**src/rtl/cpu_stage_alu_unit_pkg.sv**
```systemverilog
// Shared constants for the execution-control slice of the multi-cycle CPU.
// Contents:
//   STAGE_*        stage index encodings driven by the sequencer
//   ALU_*          3-bit ALU opcode encodings
//   DATA_W_DEFAULT default datapath width
// Optional feature macro used by the ALU core: ALU_SHIFT_EN.
package cpu_stage_alu_unit_pkg;

  localparam int unsigned DATA_W_DEFAULT = 32;

  localparam int unsigned STAGE_INSTR_FETCH = 0;
  localparam int unsigned STAGE_DECODE      = 1;
  localparam int unsigned STAGE_EXECUTE     = 2;
  localparam int unsigned STAGE_WRITEBACK   = 3;
  localparam int unsigned STAGE_PC_UPDATE   = 4;

  localparam logic [2:0] ALU_AND = 3'd0;
  localparam logic [2:0] ALU_OR  = 3'd1;
  localparam logic [2:0] ALU_XOR = 3'd2;
  localparam logic [2:0] ALU_ADD = 3'd3;
  localparam logic [2:0] ALU_SUB = 3'd4;
  localparam logic [2:0] ALU_SHL = 3'd5;
  localparam logic [2:0] ALU_SHR = 3'd6;
  localparam logic [2:0] ALU_NOT = 3'd7;

endpackage

```
**src/rtl/cpu_alu_core.sv**
```systemverilog
// Pure combinational ALU, zero latency.
// Ports:
//   in0  operand 0
//   in1  operand 1 (shift amount taken from in1[4:0])
//   op   3-bit opcode (ALU_AND..ALU_NOT)
//   out  result, modulo 2^DATA_W
// Macro ALU_SHIFT_EN: when defined, SHL/SHR are implemented; otherwise the
// shifter is omitted and those opcodes return 0.
module cpu_alu_core
  import cpu_stage_alu_unit_pkg::*;
#(
  parameter int unsigned DATA_W = DATA_W_DEFAULT
) (
  input  logic [DATA_W-1:0] in0,
  input  logic [DATA_W-1:0] in1,
  input  logic [2:0]        op,
  output logic [DATA_W-1:0] out
);

  always_comb begin
    out = '0;
    case (op)
      ALU_AND: out = in0 & in1;
      ALU_OR:  out = in0 | in1;
      ALU_XOR: out = in0 ^ in1;
      ALU_ADD: out = in0 + in1;
      ALU_SUB: out = in0 - in1;
`ifdef ALU_SHIFT_EN
      ALU_SHL: out = in0 << in1[4:0];
      ALU_SHR: out = in0 >> in1[4:0];
`else
      ALU_SHL: out = '0;
      ALU_SHR: out = '0;
`endif
      ALU_NOT: out = ~in0;
      default: out = '0;
    endcase
  end

endmodule

```
**src/rtl/cpu_stage_alu_unit.sv**
```systemverilog
// Execution-control slice: free-running stage sequencer, ALU operand/opcode
// selection and the combinational ALU.
// Ports:
//   clk, rst               clock and synchronous active-high reset
//   pc_value               current PC register output
//   alu_operation          decoded opcode of the issued instruction
//   reg_a, reg_b           register-file read data
//   stage                  current stage index
//   is_stage_instr_fetch   stage == STAGE_INSTR_FETCH
//   is_stage_pc_update     stage == STAGE_PC_UPDATE
//   alu_in0, alu_in1       selected operands
//   alu_op_select          selected opcode
//   alu_result             ALU output (next PC or writeback data)
// Macro ALU_SHIFT_EN enables the shifter inside cpu_alu_core.
module cpu_stage_alu_unit
  import cpu_stage_alu_unit_pkg::*;
#(
  parameter int unsigned NUM_STAGES = 5,
  parameter int unsigned STAGE_W    = 3,
  parameter int unsigned DATA_W     = DATA_W_DEFAULT
) (
  input  logic               clk,
  input  logic               rst,
  input  logic [DATA_W-1:0]  pc_value,
  input  logic [2:0]         alu_operation,
  input  logic [DATA_W-1:0]  reg_a,
  input  logic [DATA_W-1:0]  reg_b,
  output logic [STAGE_W-1:0] stage,
  output logic               is_stage_instr_fetch,
  output logic               is_stage_pc_update,
  output logic [DATA_W-1:0]  alu_in0,
  output logic [DATA_W-1:0]  alu_in1,
  output logic [2:0]         alu_op_select,
  output logic [DATA_W-1:0]  alu_result
);

  logic [STAGE_W-1:0] stage_q, stage_d;

  // >= rather than == so any out-of-range value also returns to 0.
  always_comb begin
    stage_d = stage_q + STAGE_W'(1);
    if (stage_q >= STAGE_W'(NUM_STAGES - 1)) begin
      stage_d = '0;
    end
  end

  always_ff @(posedge clk) begin
    if (rst) begin
      stage_q <= '0;
    end else begin
      stage_q <= stage_d;
    end
  end

  assign stage                = stage_q;
  assign is_stage_instr_fetch = (stage_q == STAGE_W'(STAGE_INSTR_FETCH));
  assign is_stage_pc_update   = (stage_q == STAGE_W'(STAGE_PC_UPDATE));

  // PC is word-addressed, so the PC-update stage computes PC + 1.
  always_comb begin
    alu_in0       = reg_a;
    alu_in1       = reg_b;
    alu_op_select = alu_operation;
    if (is_stage_pc_update) begin
      alu_in0       = pc_value;
      alu_in1       = DATA_W'(1);
      alu_op_select = ALU_ADD;
    end
  end

  cpu_alu_core #(
    .DATA_W (DATA_W)
  ) u_alu_core (
    .in0 (alu_in0),
    .in1 (alu_in1),
    .op  (alu_op_select),
    .out (alu_result)
  );

endmodule

```
**config.mk**
```make
export PLATFORM = sky130hd
export DESIGN_NAME = cpu_stage_alu_unit
export DESIGN_NICKNAME = d
export VERILOG_FILES = /design/src/rtl/cpu_stage_alu_unit_pkg.sv /design/src/rtl/cpu_alu_core.sv /design/src/rtl/cpu_stage_alu_unit.sv
export SDC_FILE = /design/constraint.sdc
export NUM_CORES = 1
export LEC_CHECK = 0
export CAP_MARGIN = 20
export CORE_MARGIN = 3
export CORE_UTILIZATION = 47
export CTS_CLUSTER_DIAMETER = 120
export CTS_CLUSTER_SIZE = 30
export DETAILED_ROUTE_END_ITERATION = 7
export PLACE_DENSITY = 0.92
export SETUP_SLACK_MARGIN = 0.15
export SYNTH_ARGS = -nofsm -noshare
export SYNTH_HDL_FRONTEND = slang
export SYNTH_HIERARCHICAL = 1
export SYNTH_SLANG_ARGS = --single-unit
```
**constraint.sdc**
```tcl
create_clock -name clk -period 9.5 [get_ports clk]
set_input_delay 2.375 -clock clk [delete_from_list [all_inputs] [get_ports clk]]
set_output_delay 2.375 -clock clk [all_outputs]
set_load 0.02 [all_outputs]
```
Word level (Yosys, flattened, before mapping) --
Cells that the tools add are included.
Storage, ports and cells: input bits 101, word-level logic and storage cells 25, bits in registers 3
Operators by class: bitwise gates (word level) 4, reduce and logical (&&, ||, !) cells 4, order comparisons 1, eq/ne operators 8, multiplexer cells 4, add/subtract/negate cells 3
Operator list (count):
- $pmux 32 s7 | 1
- $mux 32 | 2
- $add 32x32->32 | 1
- $and 32x32->32 | 1
- $not 32->32 | 1
- $or 32x32->32 | 1
- $sub 32x32->32 | 1
- $xor 32x32->32 | 1
- $eq 3x3->1 const B | 5
- $eq 3x2->1 const B | 2
- $logic_not 3->1 | 2
- $reduce_or 2->1 | 2
- $add 3x1->3 const B | 1
- $eq 3x1->1 const B | 1
- $ge 3x3->1 const B | 1
- $mux 3 | 1

Depth between registers and ports, before layout --
Gate-level depths: netlist of the first run.
word-level depth 5, depth in mapped cells 22, gate-level depth less buffers 21

By module --
Netlist of the first run, hierarchy kept.
Modules (own cells, without submodules):
- cpu_alu_core | area an instance 4609.4 um^2, times used 1, cells each 691
- cpu_stage_alu_unit | area an instance 899.6 um^2, times used 1, cells each 87

Worst setup path before layout of the first run --
Ideal clock, no wire load.
path type input -> output, start input alu_operation[2], end output alu_result[24], slack 1.153 ns, buffers on the path 3, stages on the path 16, arrival 5.972 ns, path through and2_1 clkbuf_1 and2_1 buf_1 clkbuf_1 nor2_1 xnor2_1 ha_1 nor2b_1 o211ai_1 a31oi_1 a311oi_1 o21ai_1 a31oi_1 xor2_1 o21ai_0
Between the ends: word-level cells in the longest chain between the ends 4, elaborated cells on any way between the ends 11, those cells by class 7 x eq/ne; 2 x mux; 2 x reduce/logical
RTL lines:
- from (decl) | line cpu_stage_alu_unit.sv:25 | input logic [2:0] alu_operation,
- $mux 3 * | line cpu_stage_alu_unit.sv:64 | if (is_stage_pc_update) begin
- $eq 3x3->1 | line cpu_alu_core.sv:22 | case (op)
- $reduce_or 2->1 (no line)
- $pmux 32 s7 * | line cpu_alu_core.sv:22
- to (decl) | line cpu_stage_alu_unit.sv:34 | output logic [DATA_W-1:0] alu_result
Every way passes the cells marked *; elsewhere a longest branch is shown, timed or not.

Worst setup path in the final report of the first run --
start input reg_b[0], end output alu_result[27]
Between the ends: word-level cells in the longest chain between the ends 3, elaborated cells on any way between the ends 4, those cells by class 2 x add/sub; 2 x mux
RTL lines:
- from (decl) | line cpu_stage_alu_unit.sv:27 | input logic [DATA_W-1:0] reg_b,
- $mux 32 * | line cpu_stage_alu_unit.sv:64
- $sub 32x32->32 or $add 32x32->32 (tied branches) | line cpu_alu_core.sv:27, cpu_alu_core.sv:26
- $pmux 32 s7 * | line cpu_alu_core.sv:22
Marks and branches as above.

==> results of run 1 <==
[cells in the mapped netlist (3+ instances only)]
library cell	n	share of area, %
sky130_fd_sc_hd__buf_1	4	0.27
sky130_fd_sc_hd__a21oi_1	103	9.4
sky130_fd_sc_hd__nor4_1	5	0.57
sky130_fd_sc_hd__nand3_1	16	1.5
sky130_fd_sc_hd__ha_1	98	22
sky130_fd_sc_hd__buf_2	5	0.45
sky130_fd_sc_hd__nor2b_1	4	0.45
sky130_fd_sc_hd__o21bai_1	5	0.68
sky130_fd_sc_hd__xnor2_1	44	7.0
sky130_fd_sc_hd__nor3b_1	3	0.41
sky130_fd_sc_hd__and3_1	6	0.68
sky130_fd_sc_hd__dfxtp_1	3	1.1
sky130_fd_sc_hd__a211o_1	4	0.64
sky130_fd_sc_hd__xor2_1	6	0.95
sky130_fd_sc_hd__nor2_1	59	4.0
sky130_fd_sc_hd__nand4_1	10	1.1
sky130_fd_sc_hd__a31oi_1	14	1.6
sky130_fd_sc_hd__o22ai_1	30	3.4
sky130_fd_sc_hd__buf_6	6	1.2
sky130_fd_sc_hd__or4_1	4	0.55
sky130_fd_sc_hd__o21ai_0	34	3.1
sky130_fd_sc_hd__nand2_1	34	2.3
sky130_fd_sc_hd__o22a_1	6	0.95
sky130_fd_sc_hd__and2_1	41	4.7
sky130_fd_sc_hd__clkbuf_1	28	1.9
sky130_fd_sc_hd__o211ai_1	3	0.41
sky130_fd_sc_hd__o31ai_1	6	0.82
sky130_fd_sc_hd__inv_1	78	5.3
sky130_fd_sc_hd__mux2_4	32	8.7
sky130_fd_sc_hd__a21o_1	8	1.1
sky130_fd_sc_hd__o21a_1	5	0.68
sky130_fd_sc_hd__o21ai_1	6	0.55
sky130_fd_sc_hd__nand2b_1	6	0.68
sky130_fd_sc_hd__nor3_1	6	0.55
sky130_fd_sc_hd__or3_1	5	0.57
[worst paths after layout]
check / startpoint / endpoint / slack, ps / cells past startpoint
setup / recovery: reg_b[0] / alu_result[27] / 170 / 19
hold / removal: stage[0] / stage[0] / 490 / 1
hold reg to reg: stage[0] / stage[0] / 490 / 1
setup reg to reg: stage[0] / stage[1] / 8550 / 3
[power groups by stage]
stage | registers [mW] | clock network, mW | logic, mW
after floorplan | 0.0162 | 0 | 0.366
after global placement | 0.0149 | 0 | 0.569
after detailed placement | 0.0151 | 0 | 0.579
after CTS | 0.0150 | 0.0681 | 0.582
after global routing | 0.0151 | 0.0684 | 0.642
final | 0.0150 | 0.0663 | 0.593
[area by class of cell]
type	count	area [um^2]	area share, %
repair buffers	231	2260	28.7
inverters	80	300	3.81
flip-flops and latches	3	60.1	0.762
multi-input cells	652	5010	63.5
well taps	140	175	2.22
clock buffers	4	78.8	1.00
[repair_timing]
action,4_1_cts,5_1_grt
gates resized for setup,2,19
endpoints found under the setup margin,1,14
pin swaps,0,1
[stage by stage]
| step | total power [mW] | setup TNS (ps) | hold WS [ps] | utilization (%) |
|---|---|---|---|---|
| final | 0.674 | 0 | 488 | 70.8 |
| after global routing | 0.726 | -133 | 521 | 70.8 |
| after CTS | 0.665 | 0 | 492 | 70.2 |
| after detailed placement | 0.594 | -5.61 | 485 | 69.4 |
| after global placement | 0.584 | 0 | 469 | 69.4 |
| after floorplan | 0.382 | 0 | 588 | - |
[metal layers]
metal / share of wire [%] / GRT usage (%)
met5: 0 / 0
met4: 1.9 / 6.89
met3: 7.0 / 2.48
met2: 50 / 49.6
met1: 41 / 34.9
[worst max-delay path, stage by stage]
cell and delay, ps:
sky130_fd_sc_hd__clkdlybuf4s50_1 390, sky130_fd_sc_hd__nand2b_1 160, sky130_fd_sc_hd__inv_1 140, sky130_fd_sc_hd__ha_1 200, sky130_fd_sc_hd__nand3_1 160, sky130_fd_sc_hd__or4_1 590, sky130_fd_sc_hd__o31ai_2 300, sky130_fd_sc_hd__xnor2_1 190
sky130_fd_sc_hd__ha_1 290, sky130_fd_sc_hd__buf_4 170, sky130_fd_sc_hd__a21oi_1 140, sky130_fd_sc_hd__o21ai_1 130, sky130_fd_sc_hd__a311oi_2 330, sky130_fd_sc_hd__nand4_1 150, sky130_fd_sc_hd__a31oi_2 280, sky130_fd_sc_hd__xnor2_1 150
sky130_fd_sc_hd__a21oi_1 80, sky130_fd_sc_hd__nor2_1 100, sky130_fd_sc_hd__clkdlybuf4s50_1 620
[cells by family after synthesis]
family	share of synthesized area [%]
AOI/OAI and AO/OA	29.2
xor gates and xnor gates	8.24
adders and majority gates	22.6
buffers and inverters	9.31
DFF	1.09
muxes	8.90
and+or+nand+nor	20.6
==> flow_summary.rst, run 1 <==
.. list-table::
   :header-rows: 1

   * - Metric
     - Value
   * - Outcome
     - finished, final reports clean
   * - Transition at the pin with the smallest max-transition slack
     - 884 ps
   * - # Max-Cap Violations
     - 0
   * - Total wirelength of the detailed-routed design
     - 19,000 um
   * - Number of post-CTS setup repair buffers
     - 0
   * - Number of buffers inserted by port buffering
     - 204
   * - Startpoint class of the critical path
     - primary input
   * - Total via count in the routed design
     - 6,587
   * - Detailed placement HPWL
     - 15,100 um
   * - Worst Path Max Fanout
     - 7
   * - Achievable frequency
     - 107 MHz
   * - Distinct cell type count of the synthesized netlist
     - 77
   * - Switching Share
     - 49.4%
   * - Worst Path Arrival
     - 6950 ps
   * - Commonest cells after routing, fill and taps aside
     - 196 x sky130_fd_sc_hd__clkdlybuf4s50_1, 103 x sky130_fd_sc_hd__a21oi_1, 97 x sky130_fd_sc_hd__ha_1
   * - H-Tree Level Count
     - 1
   * - Average size of a mapped cell
     - 7.08 um^2
   * - Power density over the cells
     - 85.6 nW/um^2
   * - Relative area change from synthesis to final layout
     - 43.1%
   * - Synthesized net count
     - 978
   * - Worst voltage drop across the vdd grid
     - 0.123 mV
   * - Number of sinks handled by clock tree synthesis
     - 3
   * - Data required time at the worst endpoint
     - 7130 ps
   * - Hold crit path type
     - reg -> reg
   * - Slew Limit Fails
     - 0
   * - Source-to-sink clock delay at the later pin of the worst-skew pair
     - 220 ps
   * - Combinational fraction of design power
     - 88.0%
   * - Post-detailed-route wirelength per cell
     - 17.1 um
   * - Switching power summed over all nets
     - 333 uW
   * - Async S/R FF share, synth
     - 0%
   * - Largest register FFs
     - 3
   * - Clock transition at the registers of the reported paths
     - 30 ps
   * - Setup Viol. Count Final
     - 0
   * - Inst Count DP
     - 1,106
   * - Die height
     - 114 um
   * - Number of enable flip-flop cells after synthesis
     - 0
   * - DIE WIDTH
     - 114 um
   * - Overall overflow remaining after global route
     - 0
   * - Class of the most critical setup path
     - in -> out
   * - Final worst-path cycle share
     - 98.2%
   * - Area of the placeable core
     - 11,100 um^2
   * - Placement-stage worst setup slack
     - -5.61 ps
   * - Ys flop type
     - sky130_fd_sc_hd__dfxtp_1
   * - Filler Cell Count
     - 896
   * - Initial Utilization
     - 49.5%
   * - Most common library cell in the layout ignoring fill and taps
     - sky130_fd_sc_hd__clkdlybuf4s50_1
   * - Final non-filler cell area
     - 7880 um^2
   * - Number of buffers created by CTS
     - 3
   * - Clock tree buffer depth
     - 2
   * - Via density per instance
     - 5.93
   * - Largest net degree at the start of global routing
     - 69
   * - Global placement routability congestion
     - 0.983
   * - Number of cell rows
     - 38
   * - Cts-stage hold buffer count
     - 0
   * - TritonCTS clock tree
     - built
   * - Register bit total from synthesis
     - 3
   * - Netlist area before placement
     - 5510 um^2
   * - Via count of the first global-routing pass
     - 6,426
   * - Part of the power in the clock network
     - 9.8%
   * - Category of the worst setup path capture point
     - output port
   * - Share of post-route cells with drive strength above 1
     - 9.28%
   * - Full die area
     - 13,100 um^2
   * - Final antenna-violating net count
     - 0
   * - Leakage power figure
     - 3.63 nW
   * - DRC marker count from the first detailed-route iteration
     - 469
   * - Root cell of the clock tree
     - sky130_fd_sc_hd__clkbuf_16
   * - Power Internal
     - 341 uW
   * - Net count of the finished layout
     - 1,171
   * - Yosys Warn Count
     - 6
   * - Number of standard cells in the layout, taps in and fillers out
     - 1,110
   * - Number of hold-slack violations in the final timing report
     - 0
   * - First-pass GRT wire length
     - 30,400 um
   * - DRC viols
     - 0
   * - Synthesized instance count
     - 778
   * - Ports placed on the boundary
     - 205
   * - Number of inserted diodes
     - 0
   * - Worst-case setup margin in the final layout
     - 174 ps
   * - Slew HR
     - 41.0%
   * - RSZ-0062 raised after global routing
     - yes
   * - Placed Area
     - 7720 um^2
   * - Combined global-route utilization of all metal layers
     - 27.4%
   * - Number of detailed-routing iterations run before antenna repair
     - 5
   * - Sequential share of the synthesized area
     - 1.09%
   * - Time the worst path needs with I/O delays and setup
     - 9330 ps
   * - Seq pwr share
     - 2.2%
   * - Clk_skew
     - 4.37 ps
   * - Number of antenna violations at the first check in global routing
     - 0
Note: power is estimated with default switching activity, not from simulation.
==> inputs of run 2 (changes only) <==
--- a/config.mk
+++ b/config.mk
@@ -6,12 +6,12 @@
 export NUM_CORES = 1
 export LEC_CHECK = 0
 export CAP_MARGIN = 20
-export CORE_MARGIN = 3
 export CORE_UTILIZATION = 47
 export CTS_CLUSTER_DIAMETER = 120
 export CTS_CLUSTER_SIZE = 30
 export DETAILED_ROUTE_END_ITERATION = 7
 export PLACE_DENSITY = 0.92
+export REMOVE_ABC_BUFFERS = 1
 export SETUP_SLACK_MARGIN = 0.15
 export SYNTH_ARGS = -nofsm -noshare
 export SYNTH_HDL_FRONTEND = slang
==> run 2 against run 1 <==
Net effect:
- via count is 0.93% lower
- routed wire length is 1.1% lower
- utilization is 1.8 points lower
- critical path depth is 1 lower
- count of clock-buffer cells in the layout stayed put
- worst hold slack better by 27 ps
- global-route usage is 2.4 points higher
- non-clock buffer count is 2 higher
- cell count is 0.54% higher
- clock power is 3.3% higher
- largest cell class unchanged
==> flow_summary.rst, run 2 (synthesized netlist as in run 1, its figures left out) <==
.. list-table::
   :header-rows: 1

   * - Metric
     - Value
   * - First-pass GRT wire length
     - 29,300 um
   * - Total power of the final layout
     - 674 uW
   * - Leakage power figure
     - 3.63 nW
   * - Global placement routability congestion
     - 0.955
   * - Largest register FFs
     - 3
   * - Startpoint class of the critical path
     - primary input
   * - Initial Utilization
     - 48.2%
   * - Relative area change from synthesis to final layout
     - 43.1%
   * - Data required time at the worst endpoint
     - 7130 ps
   * - Final antenna-violating net count
     - 0
   * - Final non-filler cell area
     - 7880 um^2
   * - Cts-stage hold buffer count
     - 0
   * - Most common library cell in the layout ignoring fill and taps
     - sky130_fd_sc_hd__clkdlybuf4s50_1
   * - Cell depth of the worst hold path
     - 1
   * - Clk_skew
     - 0.373 ps
   * - DRC marker count from the first detailed-route iteration
     - 406
   * - Category of the worst setup path capture point
     - output port
   * - Layout Utilization
     - 69.0%
   * - Largest net degree at the start of global routing
     - 44
   * - Number of antenna violations at the first check in global routing
     - 0
   * - Depth of the worst register-to-register path
     - 3
   * - Worst Path Max Fanout
     - 6
   * - Number of buffers inserted by port buffering
     - 204
   * - Number of hold-slack violations in the final timing report
     - 0
   * - # Max-Cap Violations
     - 0
   * - DIE WIDTH
     - 110 um
   * - Post-detailed-route wirelength per cell
     - 16.9 um
   * - Biggest cell delay along the critical path
     - 560 ps
   * - Number of detailed-routing iterations run before antenna repair
     - 5
   * - Slew Limit Fails
     - 0
   * - Number of buffers created by CTS
     - 3
   * - Clock transition at the registers of the reported paths
     - 30 ps
   * - Transition at the pin with the smallest max-transition slack
     - 869 ps
   * - Worst voltage drop across the vdd grid
     - 0.139 mV
   * - Ports placed on the boundary
     - 205
   * - Cell with the largest stage delay on the worst path
     - sky130_fd_sc_hd__or4_4
   * - Clock tree buffer depth
     - 2
   * - TritonCTS clock tree
     - built
   * - Via count of the first global-routing pass
     - 6,337
   * - Area of the placeable core
     - 11,400 um^2
   * - Class of the most critical setup path
     - in -> out
   * - Hold crit path type
     - reg -> reg
   * - Overall overflow remaining after global route
     - 0
   * - Worst hold slack after final layout
     - 514 ps
   * - RSZ-0062 raised after global routing
     - yes
   * - Net count of the finished layout
     - 1,173
   * - Fin Setup TNS
     - 0 ps
   * - Slew HR
     - 41.7%
   * - Source-to-sink clock delay at the later pin of the worst-skew pair
     - 230 ps
   * - Time the worst path needs with I/O delays and setup
     - 9170 ps
   * - DRC viols
     - 0
   * - Power density over the cells
     - 85.5 nW/um^2
   * - Detailed placement HPWL
     - 14,600 um
   * - Filler Cell Count
     - 963
   * - Number of cell rows
     - 39
   * - Setup Viol. Count Final
     - 0
   * - Die height
     - 110 um
   * - Share of post-route cells with drive strength above 1
     - 9.26%
   * - Full die area
     - 12,200 um^2
   * - Critical path, cell by cell
     - clkdlybuf4s50_1 -> nand2b_1 -> inv_1 -> ha_1 -> nand3_1 -> or4_4 -> o31ai_2 -> xnor2_1 -> ha_1 -> a21oi_1 -> inv_1 -> a31oi_1 -> a2111oi_4 -> buf_4 -> or3_1 -> a31oi_1 -> nor2_1 -> clkdlybuf4s50_1
   * - Worst Path Arrival
     - 6790 ps
   * - Outcome
     - finished, final reports clean
   * - Number of sinks handled by clock tree synthesis
     - 3
   * - H-Tree Level Count
     - 1
   * - Via density per instance
     - 5.85
   * - Total via count in the routed design
     - 6,526
   * - Achievable frequency
     - 109 MHz
   * - Final worst-path cycle share
     - 96.5%
   * - Total wirelength of the detailed-routed design
     - 18,800 um
   * - Placed Area
     - 7730 um^2
   * - Combined global-route utilization of all metal layers
     - 29.9%
   * - Root cell of the clock tree
     - sky130_fd_sc_hd__clkbuf_16
   * - Commonest cells after routing, fill and taps aside
     - 197 x sky130_fd_sc_hd__clkdlybuf4s50_1, 103 x sky130_fd_sc_hd__a21oi_1, 97 x sky130_fd_sc_hd__ha_1
-- run 2: changes by cell type in the layout (fill, tap and decap cells not counted), sizes merged --
cell / before / now
dlygate4sd2: 1 / 0
diode: 0 / 1
clkdlybuf4s50: 196 / 197
buf: 27 / 29
-- run 2: worst paths after layout --
| kind | startpoint | endpoint | slack (ps) |
|---|---|---|---|
| min | stage[0] | stage[0] | 510 |
| min reg2reg | stage[0] | stage[0] | 510 |
| max | reg_b[0] | alu_result[18] | 330 |
| max reg2reg | stage[0] | stage[1] | 8490 |
-- run 2: worst max-delay path: cells and delay by family --
family / cells / cell delay, ps
buf+inv: 5 / 1310
simple gates: 5 / 1260
compound gates: 5 / 1160
fa+ha+maj: 2 / 520
xor+xnor: 1 / 150
-- run 2: metal layers --
metal	routed length (um)	share of wire (%)	track usage [%]	vias to the layer above
li1	-	-	-	3177
met1	7800	41	35.7	3057
met2	9390	50	55.4	259
met3	1290	6.9	3.70	33
met4	343	1.8	8.46	0
met5	0	0	0	-
-- run 2: final cells by class --
type                       count  area [um^2]  share of cell area, %
tap                          143          179                   2.27
clock buffer                   4         78.8                   1.00
multi-input combinational    652         4980                   63.2
sequential                     3         60.1                  0.762
antenna                        1         2.50                 0.0317
inverter                      80          300                   3.81
timing repair buffer         233         2280                   28.9
-- run 2: power breakdown --
part           total (mW)  switching, mW  internal, mW
Sequential         0.0150        0.00122        0.0138
Combinational       0.591          0.319         0.272
Clock              0.0685         0.0130        0.0555
-- run 2: what timing repair did --
item | 4_1_cts | 5_1_grt
resized for setup | 4 | 14
cloned | 0 | 0
setup buffers | 0 | 1
endpoints found under the hold margin | 0 | 0
endpoints found under the setup margin | 3 | 14
pin swaps | 0 | 2
-- run 2: per-stage QoR --
step / std cells / setup WS (ps)
2_1_floorplan: 735 / 777
3_3_place_gp: 1110 / 224
3_5_place_dp: 1110 / 50.4
4_1_cts: 1114 / 130
5_1_grt: 1115 / 36.4
6_report: 1116 / 331
==> inputs of run 3 (changes only) <==
--- a/config.mk
+++ b/config.mk
@@ -8,7 +8,7 @@
 export CAP_MARGIN = 20
 export CORE_UTILIZATION = 47
 export CTS_CLUSTER_DIAMETER = 120
-export CTS_CLUSTER_SIZE = 30
+export CTS_CLUSTER_SIZE = 16
 export DETAILED_ROUTE_END_ITERATION = 7
 export PLACE_DENSITY = 0.92
 export REMOVE_ABC_BUFFERS = 1
==> results of run 3 <==
Same layout as run 2: the final DEF is identical, and so are final timing and power.
